--- src/rtl/icache_responder_if.sv ---
// Fetch-side and memory-side signals of the direct-mapped instruction cache.
// The slave modport is the cache; the master modport is whoever drives fetches and memory.
interface icache_responder_if #(
  parameter int unsigned WORD_W = 32
);
  logic              imemREN;
  logic [WORD_W-1:0] imemaddr;
  logic              ihit;
  logic [WORD_W-1:0] imemload;
  logic              flush;
  logic              iREN;
  logic [WORD_W-1:0] iaddr;
  logic              iwait;
  logic [WORD_W-1:0] iload;
  logic [WORD_W-1:0] miss_count;

  modport slave (
    input  imemREN, imemaddr, flush, iwait, iload,
    output ihit, imemload, iREN, iaddr, miss_count
  );

  modport master (
    output imemREN, imemaddr, flush, iwait, iload,
    input  ihit, imemload, iREN, iaddr, miss_count
  );
endinterface

--- src/rtl/icache_responder.sv ---
// Direct-mapped one-word-per-frame instruction cache: combinational hit path,
// single-word fill from memory on a miss.
module icache_responder #(
  parameter int unsigned SETS   = 16,
  parameter int unsigned WORD_W = 32
) (
  input logic               CLK,
  input logic               RST,
  icache_responder_if.slave bus
);
  localparam int unsigned IDX_W = $clog2(SETS);
  localparam int unsigned TAG_W = WORD_W - IDX_W - 2;

  typedef enum logic [0:0] {StIdle, StFetch} state_e;

  state_e            state_q;
  logic [SETS-1:0]   valid_q;
  logic [TAG_W-1:0]  tag_q  [SETS];
  logic [WORD_W-1:0] data_q [SETS];
  logic [WORD_W-3:0] miss_addr_q;
  logic              iren_q;
  logic [WORD_W-1:0] miss_count_q;

  logic [IDX_W-1:0] req_idx, fill_idx;
  logic [TAG_W-1:0] req_tag, fill_tag;
  logic             hit;
  logic             fill_we;
  logic [1:0]       unused_addr_lsb;

  assign req_idx         = bus.imemaddr[IDX_W+1:2];
  assign req_tag         = bus.imemaddr[WORD_W-1:IDX_W+2];
  assign fill_idx        = miss_addr_q[IDX_W-1:0];
  assign fill_tag        = miss_addr_q[WORD_W-3:IDX_W];
  assign unused_addr_lsb = bus.imemaddr[1:0];

  always_comb begin
    hit          = bus.imemREN & valid_q[req_idx] & (tag_q[req_idx] == req_tag);
    bus.ihit     = hit & ~bus.flush;
    bus.imemload = hit ? data_q[req_idx] : '0;
    // flush outranks a completing fill
    fill_we      = (state_q == StFetch) & ~bus.flush & ~bus.iwait;
  end

  assign bus.iREN       = iren_q;
  assign bus.iaddr      = {miss_addr_q, 2'b00};
  assign bus.miss_count = miss_count_q;

  always_ff @(posedge CLK or posedge RST) begin
    if (RST) begin
      state_q      <= StIdle;
      valid_q      <= '0;
      miss_addr_q  <= '0;
      iren_q       <= 1'b0;
      miss_count_q <= '0;
    end else begin
      unique case (state_q)
        StIdle: begin
          if (bus.flush) begin
            valid_q <= '0;
          end else if (bus.imemREN && !hit) begin
            miss_addr_q <= bus.imemaddr[WORD_W-1:2];
            iren_q      <= 1'b1;
            state_q     <= StFetch;
          end
        end
        StFetch: begin
          if (bus.flush) begin
            valid_q <= '0;
            iren_q  <= 1'b0;
            state_q <= StIdle;
          end else if (!bus.iwait) begin
            valid_q[fill_idx] <= 1'b1;
            if (miss_count_q != '1) begin
              miss_count_q <= miss_count_q + WORD_W'(1);
            end
            iren_q  <= 1'b0;
            state_q <= StIdle;
          end
        end
        default: begin
          iren_q  <= 1'b0;
          state_q <= StIdle;
        end
      endcase
    end
  end

  // Tag/data arrays carry no reset; valid_q alone qualifies them.
  always_ff @(posedge CLK) begin
    if (fill_we) begin
      tag_q[fill_idx]  <= fill_tag;
      data_q[fill_idx] <= bus.iload;
    end
  end
endmodule

--- src/flat_wrapper.sv ---
// flat-port wrapper written by rule: the top's interface ports become plain ports
module icache_responder_flat 
#(
  parameter int unsigned SETS   = 16,
  parameter int unsigned WORD_W = 32
)
  (CLK, RST, bus_imemREN, bus_imemaddr, bus_flush, bus_iwait, bus_iload, bus_ihit, bus_imemload, bus_iREN, bus_iaddr, bus_miss_count);
  icache_responder_if #(.WORD_W(WORD_W)) bus_i ();
  input logic CLK;
  input logic RST;
  input wire logic [$bits(bus_i.imemREN)-1:0] bus_imemREN;
  input wire logic [$bits(bus_i.imemaddr)-1:0] bus_imemaddr;
  input wire logic [$bits(bus_i.flush)-1:0] bus_flush;
  input wire logic [$bits(bus_i.iwait)-1:0] bus_iwait;
  input wire logic [$bits(bus_i.iload)-1:0] bus_iload;
  output wire logic [$bits(bus_i.ihit)-1:0] bus_ihit;
  output wire logic [$bits(bus_i.imemload)-1:0] bus_imemload;
  output wire logic [$bits(bus_i.iREN)-1:0] bus_iREN;
  output wire logic [$bits(bus_i.iaddr)-1:0] bus_iaddr;
  output wire logic [$bits(bus_i.miss_count)-1:0] bus_miss_count;
  assign bus_i.imemREN = bus_imemREN;
  assign bus_i.imemaddr = bus_imemaddr;
  assign bus_i.flush = bus_flush;
  assign bus_i.iwait = bus_iwait;
  assign bus_i.iload = bus_iload;
  assign bus_ihit = bus_i.ihit;
  assign bus_imemload = bus_i.imemload;
  assign bus_iREN = bus_i.iREN;
  assign bus_iaddr = bus_i.iaddr;
  assign bus_miss_count = bus_i.miss_count;
  icache_responder #(.SETS(SETS), .WORD_W(WORD_W)) u_core (.CLK(CLK), .RST(RST), .bus(bus_i));
endmodule
--- config.mk ---
export PLATFORM = sky130hd
export DESIGN_NAME = icache_responder_flat
export DESIGN_NICKNAME = d
export VERILOG_FILES = /design/src/rtl/icache_responder_if.sv /design/src/rtl/icache_responder.sv /design/src/flat_wrapper.sv
export SDC_FILE = /design/constraint.sdc
export NUM_CORES = 1
export LEC_CHECK = 0
export CORE_MARGIN = 8
export CORE_UTILIZATION = 37
export CTS_BUF_LIST = sky130_fd_sc_hd__clkbuf_16
export DETAILED_ROUTE_END_ITERATION = 12
export PLACE_DENSITY_LB_ADDON = 0.05
export SYNTH_ARGS = -nofsm -noshare
export SYNTH_HDL_FRONTEND = slang
export SYNTH_SLANG_ARGS = --single-unit
--- constraint.sdc ---
create_clock -name CLK -period 6.7 [get_ports CLK]
set_input_delay 1.005 -clock CLK [delete_from_list [all_inputs] [get_ports CLK]]
set_output_delay 1.005 -clock CLK [all_outputs]
set_load 0.02 [all_outputs]
# Yosys cells after proc, flatten, opt, wreduce, memory -nomap -nowiden
# Memories as Yosys holds them, arrays and structs flattened.
# Index checks and enable logic that the tools add are counted.
word_totals:
  register_bits: 80
  latch_bits: 0
  ramBits: 928
  romBits: 0
  input_bits: 69
  memories: 2
classes:
  add_sub_neg: 1
  n_mul: 0
  div: 0
  order_cmp: 3
  n_eq_ne: 6
  shifts: 0
  muxes: 21
  bitwise_logic: 9
  reduce_logical: 7
mem_list:
  columns: ["name", "depth", "word_bits", "rd", "rd_clocked_by_memory_dff", "wr", "line_no", "rtl"]
  rows:
  - ["u_core.data_q", 16, 32, 1, 0, 1, "icache_responder.sv:19", "logic [WORD_W-1:0] data_q [SETS];"]
  - ["u_core.tag_q", 16, 26, 1, 0, 1, "icache_responder.sv:18", "logic [TAG_W-1:0] tag_q [SETS];"]
op_table:
  columns: ["op", "n"]
  rows:
  - ["16-bit two-way mux", 3]
  - ["32-bit by 1-bit adder with 32-bit output (second input constant)", 1]
  - ["32-bit two-way mux", 1]
  - ["32-bit != test (second input constant)", 1]
  - ["16-bit one-hot mux with 2 select lines", 1]
  - ["26-bit equality test", 1]
  - ["16-bit OR", 1]
  - ["1-bit two-way mux", 12]
  - ["4-bit by 5-bit less-than comparator with 1-bit output (second input constant)", 2]
  - ["3-bit AND reduction", 2]
  - ["1-bit AND", 5]
  - ["1-bit binary-select mux with 4-bit select", 1]
  - ["1-bit demux with 4-bit select", 1]
  - ["4-bit by 1-bit greater-or-equal comparator with 1-bit output (second input constant)", 1]
  - ["2-bit != test (second input constant)", 2]
  - ["1-bit one-hot mux with 2 select lines", 2]
  - ["4-bit AND reduction", 1]
  - ["3-bit != test (second input constant)", 1]
  - ["1-bit inverter", 3]
  - ["1-bit logical AND", 2]
  - ["2-bit by 1-bit != test with 1-bit output (second input constant)", 1]
  - ["2-bit AND reduction", 1]
  - ["1-bit logical NOT", 1]

# Longest topological paths before layout
# Gate-level depths: netlist of the first run.
depth:
  word_depth: 9
  ltp_mapped: 14
  mapped_depth_nobuf: 8

# Worst setup path after synthesis of the first run
# OpenSTA, ideal clock, no wires.
synth_path:
  path_kind: "input port to flip-flop"
  from: "input bus_flush"
  to: "memory u_core.data_q[0][0], enable pin"
  setup_time_ns: 0.548
  arrival_time_ns: 5.613
  slack_ns: 0.539
  path_stages: 4
  cell_sequence: "clkinv_1 nand3_1 or3_1 nor3_1"
synth_via:
  elab_chain_cells: 5
synth_rtl:
  columns: ["element", "line_no", "rtl"]
  rows:
  - ["start: declaration", "flat_wrapper.sv:13", "input wire logic [$bits(bus_i.flush)-1:0] bus_flush;"]
  - ["1-bit inverter (no line)", null, null]
  - ["1-bit AND (2 in series)", "icache_responder.sv:41", "fill_we = (state_q == StFetch) & ~bus.flush & ~bus.iwait;"]
  - ["1-bit two-way mux", "icache_responder.sv:90", "if (fill_we) begin"]
  - ["1-bit two-way mux (not written as such)", "icache_responder.sv:92", "data_q[fill_idx] <= bus.iload;"]
  - ["end: declaration", "icache_responder.sv:19", null]
# Every way passes these cells.

# Final worst setup path of the first run
layout_path:
  from: "input bus_imemaddr[2]"
  to: "output bus_imemload[12]"
layout_via:
  elab_chain_cells: 5
  word_cells_on_any_way: 8
  classes_between: "eq/ne: 1; mux: 3; bitwise: 2; memory: 2"
layout_rtl:
  columns: ["element", "line_no", "rtl"]
  rows:
  - ["start: declaration", "flat_wrapper.sv:12", "input wire logic [$bits(bus_i.imemaddr)-1:0] bus_imemaddr;"]
  - ["branches (longest 4 deep; another with memory 16 x 26 bit)", null, null]
  - ["32-bit two-way mux *", "icache_responder.sv:39", "bus.imemload = hit ? data_q[req_idx] : '0;"]
  - ["end: declaration", "flat_wrapper.sv:17", "output wire logic [$bits(bus_i.imemload)-1:0] bus_imemload;"]
# Every way passes the cells marked *. The select of a mux whose other input is x is not followed.

==> results of run 1 <==
state kept, by name, indices dropped and copies added (netlist names):
signal,count
u_core.data_q,512
u_core.tag_q,416
u_core.bus.miss_count,32
u_core.miss_addr_q,30
u_core.valid_q,16
u_core.bus.iREN,1
u_core.state_q,1
cell families (layout without fill, tap and decap cells):
| group | Yosys count | after routing | synth area share |
|---|---|---|---|
| other cells | 1 | 6 | 0.00009502 |
| flops | 1008 | 1008 | 0.7568 |
| mux | 329 | 329 | 0.1703 |
| xor+xnor | 67 | 67 | 0.01487 |
| buf+inv | 85 | 436 | 0.01528 |
| fa+ha+maj | 1 | 1 | 0.0003170 |
| compound gates | 61 | 61 | 0.01319 |
| simple gates | 215 | 215 | 0.02914 |
cell usage in the layout, fill, tap and decap left out, types with 9 or more instances in the layout:
| master | netlist | layout |
|---|---|---|
| mux2_4 | 28 | 28 |
| edfxtp_1 | 928 | 928 |
| clkinv_2 | 0 | 30 |
| xor2_1 | 27 | 27 |
| nor2_4 | 0 | 12 |
| nor2b_1 | 43 | 43 |
| buf_4 | 5 | 47 |
| inv_1 | 3 | 28 |
| dfrtp_1 | 80 | 80 |
| clkbuf_16 | 0 | 114 |
| nor2_1 | 54 | 42 |
| mux4_1 | 24 | 24 |
| xnor2_1 | 40 | 40 |
| a22oi_1 | 9 | 9 |
| nand2b_1 | 12 | 12 |
| clkdlybuf4s50_1 | 0 | 157 |
| nand2_1 | 25 | 25 |
| mux4_2 | 231 | 231 |
| nand4_1 | 10 | 10 |
| buf_12 | 6 | 13 |
| clkinv_1 | 1 | 25 |
| nand3_1 | 25 | 25 |
| mux2i_1 | 40 | 40 |
routing by layer:
| layer | vias to the layer above | GRT usage | routed length (um) |
|---|---|---|---|
| met5 | - | 0 | 13 |
| met4 | 2 | 0.04355 | 2302 |
| met3 | 133 | 0.03003 | 3883 |
| met2 | 349 | 0.2983 | 51620 |
| met1 | 10110 | 0.2279 | 43510 |
| li1 | 7924 | - | - |
final timing paths:
kind / start / endpoint / slack, ns / cells past startpoint
min in group asynchronous: RST / u_core.bus.miss_count[5]$_DFFE_PP0P_ / 0.76 / 2
setup reg to reg: u_core.tag_q[4][25]$_DFFE_PP_ / u_core.miss_addr_q[29]$_DFFE_PP0P_ / 2.98 / 9
hold / removal: u_core.valid_q[7]$_DFFE_PP0P_ / u_core.valid_q[7]$_DFFE_PP0P_ / 0.48 / 1
hold reg to reg: u_core.valid_q[7]$_DFFE_PP0P_ / u_core.valid_q[7]$_DFFE_PP0P_ / 0.48 / 1
max in group asynchronous: RST / u_core.bus.miss_count[22]$_DFFE_PP0P_ / 4.81 / 3
setup / recovery: bus_imemaddr[2] / bus_imemload[12] / 0.65 / 12
where the power goes:
group / switching (W) / internal, W
Clock: 0.00247 / 0.00338
Combinational: 0.000450 / 0.000394
Sequential: 0.000194 / 0.00708
final cells by class:
| type | count | share of cell area |
|---|---|---|
| repair buffers | 221 | 0.04796 |
| clock buffers | 114 | 0.06132 |
| inverters | 5 | 0.0004841 |
| diodes | 4 | 0.0002152 |
| multi-input cells | 675 | 0.1958 |
| well taps | 1403 | 0.03774 |
| flip-flops and latches | 1008 | 0.6421 |
| clock inverters | 96 | 0.01439 |
through the flow:
stage | hold slack (ns) | setup WS, ns | power (W) | area, um^2
floorplan | 0.4416 | 0.5391 | 0.007830 | 39470
global placement | 0.4536 | 0.5856 | 0.008248 | 42990
detailed placement | 0.4700 | 0.5154 | 0.008277 | 42990
CTS | 0.4837 | 0.4659 | 0.01418 | 46510
global route | 0.5057 | 0.1660 | 0.01448 | 46510
finish | 0.4803 | 0.6499 | 0.01397 | 46520
==> results.tsv, run 1 <==
stage	metric	value	unit
run_status	status	complete, no violations	
floorplan	die area	0.1174	mm^2
floorplan	num rows	120	
detailed_routing	wire length per cell	28.74	um
sta	setup total negative slack	0	ns
placement	post-DP HPWL	55110	um
sta	min Tclk post-route	6.050	ns
clock_tree	# Post-CTS Setup Buffers	0	
worst_setup_path	crit path DAT	5.05	ns
floorplan	Die W	342.6	um
worst_setup_path	CP max stage cell	clkdlybuf4s50_1	
global_route	number of global-route vias before repair	20210	
clock_tree	Num CTS Buffers	112	
floorplan	Initial Utilization	0.3707	
sta	Slew Limit Headroom	0.2442	
global_route	Congestion Overflow GR	0	
finish	Final #Nets	2093	
detailed_routing	Detailed Route WL	101300	um
global_route	first-pass GRT wire length	147200	um
clock_tree	TritonCTS sink count	1008	
worst_setup_path	max incr delay on CP	0.63	ns
finish	area added between synthesis and finish	17.87	%
logic_synthesis	top cells by count, synth	edfxtp_1, mux4_2, dfrtp_1	
worst_setup_path	Crit Path Class	input port to primary output	
sta	slew of the pin with the lowest slew margin	1.131	ns
detailed_routing	DR DRC count	0	
logic_synthesis	mapped cell area	0.03947	mm^2
clock_tree	Clock H-tree levels	3	
logic_synthesis	ys flop type	edfxtp_1	
global_route	largest net degree at the start of global routing	63	
worst_setup_path	Worst Path Buf+Inv	4	
detailed_routing	via count	18520	
finish	final std cells w/o fill	3526	
sta	Final period util	0.9030	
power_and_ir_drop	PwrDens	300.2	mW/mm^2
run	max_cap viols	0	
worst_setup_path	cell chain of the critical path	buf_8 > buf_12 > nor2b_1 > a22o_1 > o31a_1 > nor4_1 > o21ai_0 > nor3_1 > nand4_1 > buf_4 > nor2b_1 > clkdlybuf4s50_1	
logic_synthesis	#FFs+latches synth	1008	
worst_setup_path	WP data required	5.69	ns
worst_setup_path	cell mode on critical path	nor2b_1	
finish	final-layout fill cell count	9135	
worst_setup_path	crit start category	input port	
global_route	initial antenna violation count	6	
detailed_routing	Via density	5.253	
logic_synthesis	number of flops mapped to enable cells by yosys	928	
floorplan	Core ar.	0.1065	mm^2
logic_synthesis	most common cell in the netlist	edfxtp_1	
power_and_ir_drop	Static Leak	15.27	nW
power_and_ir_drop	Worst VDD drop	207.8	uV
clock_tree	hold bufs inserted after CTS	0	
logic_synthesis	Cells after Synth	1767	
logic_synthesis	post-synth cell types	71	
sta	max-slew violation count	0	
logic_synthesis	Yosys top cell area share	0.7061	
logic_synthesis	mean post-synth cell area	22.34	um^2
floorplan	I/O pin total	167	
worst_setup_path	Top Family by Delay on Critical Path	buffers and inverters	
sta	worst clock skew	0.01885	ns
worst_setup_path	CP Max Fanout	56	
clock_tree	Worst-path clk slew	0.06	ns
sta	final hold viol count	0	
sta	FMAX	165.3	MHz
global_route	Tot GR Track Use	0.1731	
logic_synthesis	top cell type by total area after synthesis	edfxtp_1	
logic_synthesis	Ys Warns	0	
finish	register area	0.02987	mm^2
worst_setup_path	CP endpoint kind	primary output	
placement	count of buffers from port buffering	162	
clock_tree	Worst-Skew Late Latency	0.69	ns
clock_tree	CTS Root Buffer Type	clkbuf_16	
clock_tree	CTS Buffer Depth	3	
finish	area of the multi-input gates	0.009109	mm^2
logic_synthesis	Seq/Total Area, Yosys	0.7568	
sta	final setup vio count	0	
floorplan	Die Y	342.6	um
detailed_routing	drt initial violations	1383	
clock_tree	CTS tree	yes	
finish	layout cells sized above 1	0.2459	
logic_synthesis	ys async rst share	0.07937	
finish	Post-Route Utilization	0.4370	
sta	RSZ-0062 raised after global routing	false	
hold_path	worst hold path type	flop to flop	
detailed_routing	Routed Antenna Nets	0	
logic_synthesis	synth top area cells	edfxtp_1, mux4_2, dfrtp_1, mux4_1, mux2_4	
detailed_routing	Pre-antenna DRT Iters	5	
clock_tree	# resized after CTS	0	
placement	Routability Congestion	0.6983	
placement	Placed Instances	3312	
No activity file was read; power rests on OpenSTA's default activity.
==> run 2, diff against run 1 <==
--- a/config.mk
+++ b/config.mk
@@ -9,6 +9,7 @@
 export CORE_UTILIZATION = 37
 export CTS_BUF_LIST = sky130_fd_sc_hd__clkbuf_16
 export DETAILED_ROUTE_END_ITERATION = 12
+export GPL_ROUTABILITY_DRIVEN = 0
 export PLACE_DENSITY_LB_ADDON = 0.05
 export SYNTH_ARGS = -nofsm -noshare
 export SYNTH_HDL_FRONTEND = slang
==> constraint.sdc (replaced) <==
create_clock -name CLK -period 6.59 [get_ports CLK]
set_input_delay 0.9885 -clock CLK [delete_from_list [all_inputs] [get_ports CLK]]
set_output_delay 0.9885 -clock CLK [all_outputs]
set_load 0.02 [all_outputs]
==> run 2 against run 1 <==
Sequential power is 2% higher; sequential cell count stayed put; final area is 0.12% lower.
==> results.tsv, run 2 (synthesized netlist as in run 1, its figures left out) <==
stage	metric	value	unit	change
run_status	status	complete, no violations		
hold_path	worst hold path type	flop to flop		
finish	max reg flops	512		unchanged
clock_tree	Clock H-tree levels	3		unchanged
clock_tree	CTS Buffer Depth	3		unchanged
floorplan	Core ar.	0.1065	mm^2	unchanged
placement	Placed Instances	3312		unchanged
detailed_routing	drt initial violations	1137		-18%
worst_setup_path	R2R setup slack	2.87	ns	-0.11 ns
clock_tree	CTS tree	yes		
floorplan	num rows	120		unchanged
clock_tree	Worst-path clk slew	0.06	ns	about the same
worst_setup_path	CP endpoint kind	primary output		
clock_tree	CTS Root Buffer Type	clkbuf_16		
clock_tree	# Post-CTS Setup Buffers	0		unchanged
worst_setup_path	CP Launch Point	bus_imemaddr[2]		
power_and_ir_drop	Int Pwr	0.01097	W	+1.1%
sta	worst clock skew	0.03293	ns	+0.01408 ns
power_and_ir_drop	Logic pwr share	0.061		about the same
worst_setup_path	WP data required	5.60	ns	-0.09 ns
sta	Final period util	0.9298		
floorplan	Initial Utilization	0.3707		unchanged
detailed_routing	wire length per cell	28.44	um	-1.0%
power_and_ir_drop	clock share of power	0.416		-0.003
power_and_ir_drop	register share of total power	0.523		+0.002
sta	slew of the pin with the lowest slew margin	1.077	ns	-0.05451 ns
sta	FMAX	163.2	MHz	
worst_setup_path	crit start category	input port		
power_and_ir_drop	Static Leak	15.26	nW	-0.10%
detailed_routing	Via density	5.273		+0.38%
sta	Worst Setup Slack, final	0.4623	ns	-0.1875 ns
worst_setup_path	FF-to-FF Start	u_core.tag_q[5][25]$_DFFE_PP_		
global_route	number of global-route vias before repair	20320		+0.55%
detailed_routing	Pre-antenna DRT Iters	5		unchanged
sta	max-slew violation count	0		unchanged
detailed_routing	Detailed Route WL	100200	um	-1.1%
finish	commonest non-fill, non-tap cell in the layout	edfxtp_1		
detailed_routing	DR DRC count	0		unchanged
power_and_ir_drop	P_sw	0.003155	W	+1.3%
power_and_ir_drop	switching portion of total power	0.2234		+0.0004692
power_and_ir_drop	PwrDens	304.0	mW/mm^2	+1.3%
global_route	Congestion Overflow GR	0		unchanged
hold_path	hold path start	u_core.valid_q[14]$_DFFE_PP0P_		
sta	setup total negative slack	0	ns	unchanged
clock_tree	Worst-Skew Late Latency	0.70	ns	about the same
sta	min Tclk post-route	6.128	ns	
placement	pre-CTS setup slack	0.3202	ns	-0.1952 ns
global_route	Tot GR Track Use	0.1713		-0.001792
finish	Design Area, Final	0.04646	mm^2	-0.12%
global_route	largest net degree at the start of global routing	61		-3.2%
placement	post-DP HPWL	54110	um	-1.8%
detailed_routing	Routed Antenna Nets	0		unchanged
worst_setup_path	Crit Path Class	input port to primary output		
sta	Slew Limit Headroom	0.2806		+0.03643
global_route	first-pass GRT wire length	145800	um	-0.96%
finish	layout cells sized above 1	0.2405		-0.005322
finish	commonest cells after routing, fill and taps aside	edfxtp_1, mux4_2, clkdlybuf4s50_1		
placement	count of buffers from port buffering	162		unchanged
sta	final hold viol count	0		unchanged
clock_tree	# resized after CTS	0		unchanged
finish	final std cells w/o fill	3522		-0.11%
floorplan	die area	0.1174	mm^2	unchanged
detailed_routing	via count	18570		+0.26%
worst_setup_path	CP Max Fanout	60		+7.1%
run	max_cap viols	0		unchanged
clock_tree	Num CTS Buffers	110		-1.8%
clock_tree	TritonCTS sink count	1008		unchanged
floorplan	I/O pin total	167		unchanged
power_and_ir_drop	Worst VDD drop	196.2	uV	-5.6%
global_route	initial antenna violation count	10		+4
worst_setup_path	crit path DAT	5.14	ns	+0.09 ns
floorplan	Die Y	342.6	um	unchanged
sta	RSZ-0062 raised after global routing	false		
placement	Placed Area	0.04296	mm^2	about the same
finish	area added between synthesis and finish	17.72	%	
floorplan	Die W	342.6	um	unchanged
sta	final setup vio count	0		unchanged
finish	Reg with most FFs	u_core.data_q		
clock_tree	hold bufs inserted after CTS	0		unchanged
finish	Final #Nets	2091		-0.096%
[run 2: per-stage QoR]
| stage | utilization | total power [W] | hold slack, ns |
|---|---|---|---|
| global route | 0.4364 | 0.01464 | 0.4888 |
| CTS | 0.4364 | 0.01433 | 0.4805 |
| detailed placement | 0.4036 | 0.008405 | 0.4662 |
| global placement | 0.4036 | 0.008383 | 0.4531 |
| finish | 0.4364 | 0.01412 | 0.4788 |
| floorplan | - | 0.007961 | 0.4416 |
[run 2: critical path, stage by stage]
cell and delay, ns:
buf_8 0.50, buf_4 0.35, mux4_2 0.53, mux2i_1 0.15
mux2i_1 0.10, xor2_1 0.22, nand2b_1 0.22, nor4b_1 0.57
nand4_1 0.26, buf_12 0.26, nor2b_1 0.18, clkdlybuf4s50_1 0.63
[run 2: power groups by stage]
stage	clock network (W)	registers (W)	logic, W
after global routing	0.00630	0.00741	0.000920
after detailed placement	0	0.00752	0.000881
after global placement	0	0.00751	0.000876
final	0.00588	0.00739	0.000855
after floorplan	0	0.00751	0.000452
after CTS	0.00606	0.00739	0.000884
[run 2: worst paths after layout]
kind                       depth (start not counted)                               endpoint
min                                                1         u_core.valid_q[14]$_DFFE_PP0P_
min reg2reg                                        1         u_core.valid_q[14]$_DFFE_PP0P_
min in group asynchronous                          2   u_core.bus.miss_count[5]$_DFFE_PP0P_
max                                               12                        bus_imemload[1]
max in group asynchronous                          3  u_core.bus.miss_count[24]$_DFFE_PP0P_
max reg2reg                                        9     u_core.miss_addr_q[28]$_DFFE_PP0P_
[run 2: cell type report]
class,instances,area [um^2]
antenna,3,7.507
clock buffer,111,2778
clock inverter,96,714.4
fill,9088,59990
inverter,5,22.52
multi-input combinational,675,9109
sequential,1008,29870
tap,1403,1755
timing repair buffer,221,2206
[run 2: layer usage]
layer | wire length (um) | GRT usage | up-vias
met4 | 1683 | 0.03575 | 4
met5 | 23 | 0 | -
met2 | 49590 | 0.2883 | 340
met3 | 4115 | 0.03202 | 131
li1 | - | - | 7902
met1 | 44760 | 0.2332 | 10190
==> run 3, diff against run 2 <==
--- a/config.mk
+++ b/config.mk
@@ -9,8 +9,8 @@
 export CORE_UTILIZATION = 37
 export CTS_BUF_LIST = sky130_fd_sc_hd__clkbuf_16
 export DETAILED_ROUTE_END_ITERATION = 12
-export GPL_ROUTABILITY_DRIVEN = 0
 export PLACE_DENSITY_LB_ADDON = 0.05
+export SKIP_CTS_REPAIR_TIMING = 1
 export SYNTH_ARGS = -nofsm -noshare
 export SYNTH_HDL_FRONTEND = slang
 export SYNTH_SLANG_ARGS = --single-unit
==> constraint.sdc (replaced) <==
create_clock -name CLK -period 6.7 [get_ports CLK]
set_input_delay 1.005 -clock CLK [delete_from_list [all_inputs] [get_ports CLK]]
set_output_delay 1.005 -clock CLK [all_outputs]
set_load 0.02 [all_outputs]
==> results of run 3 <==
No change in the layout: final DEF, timing and power equal those of run 1.
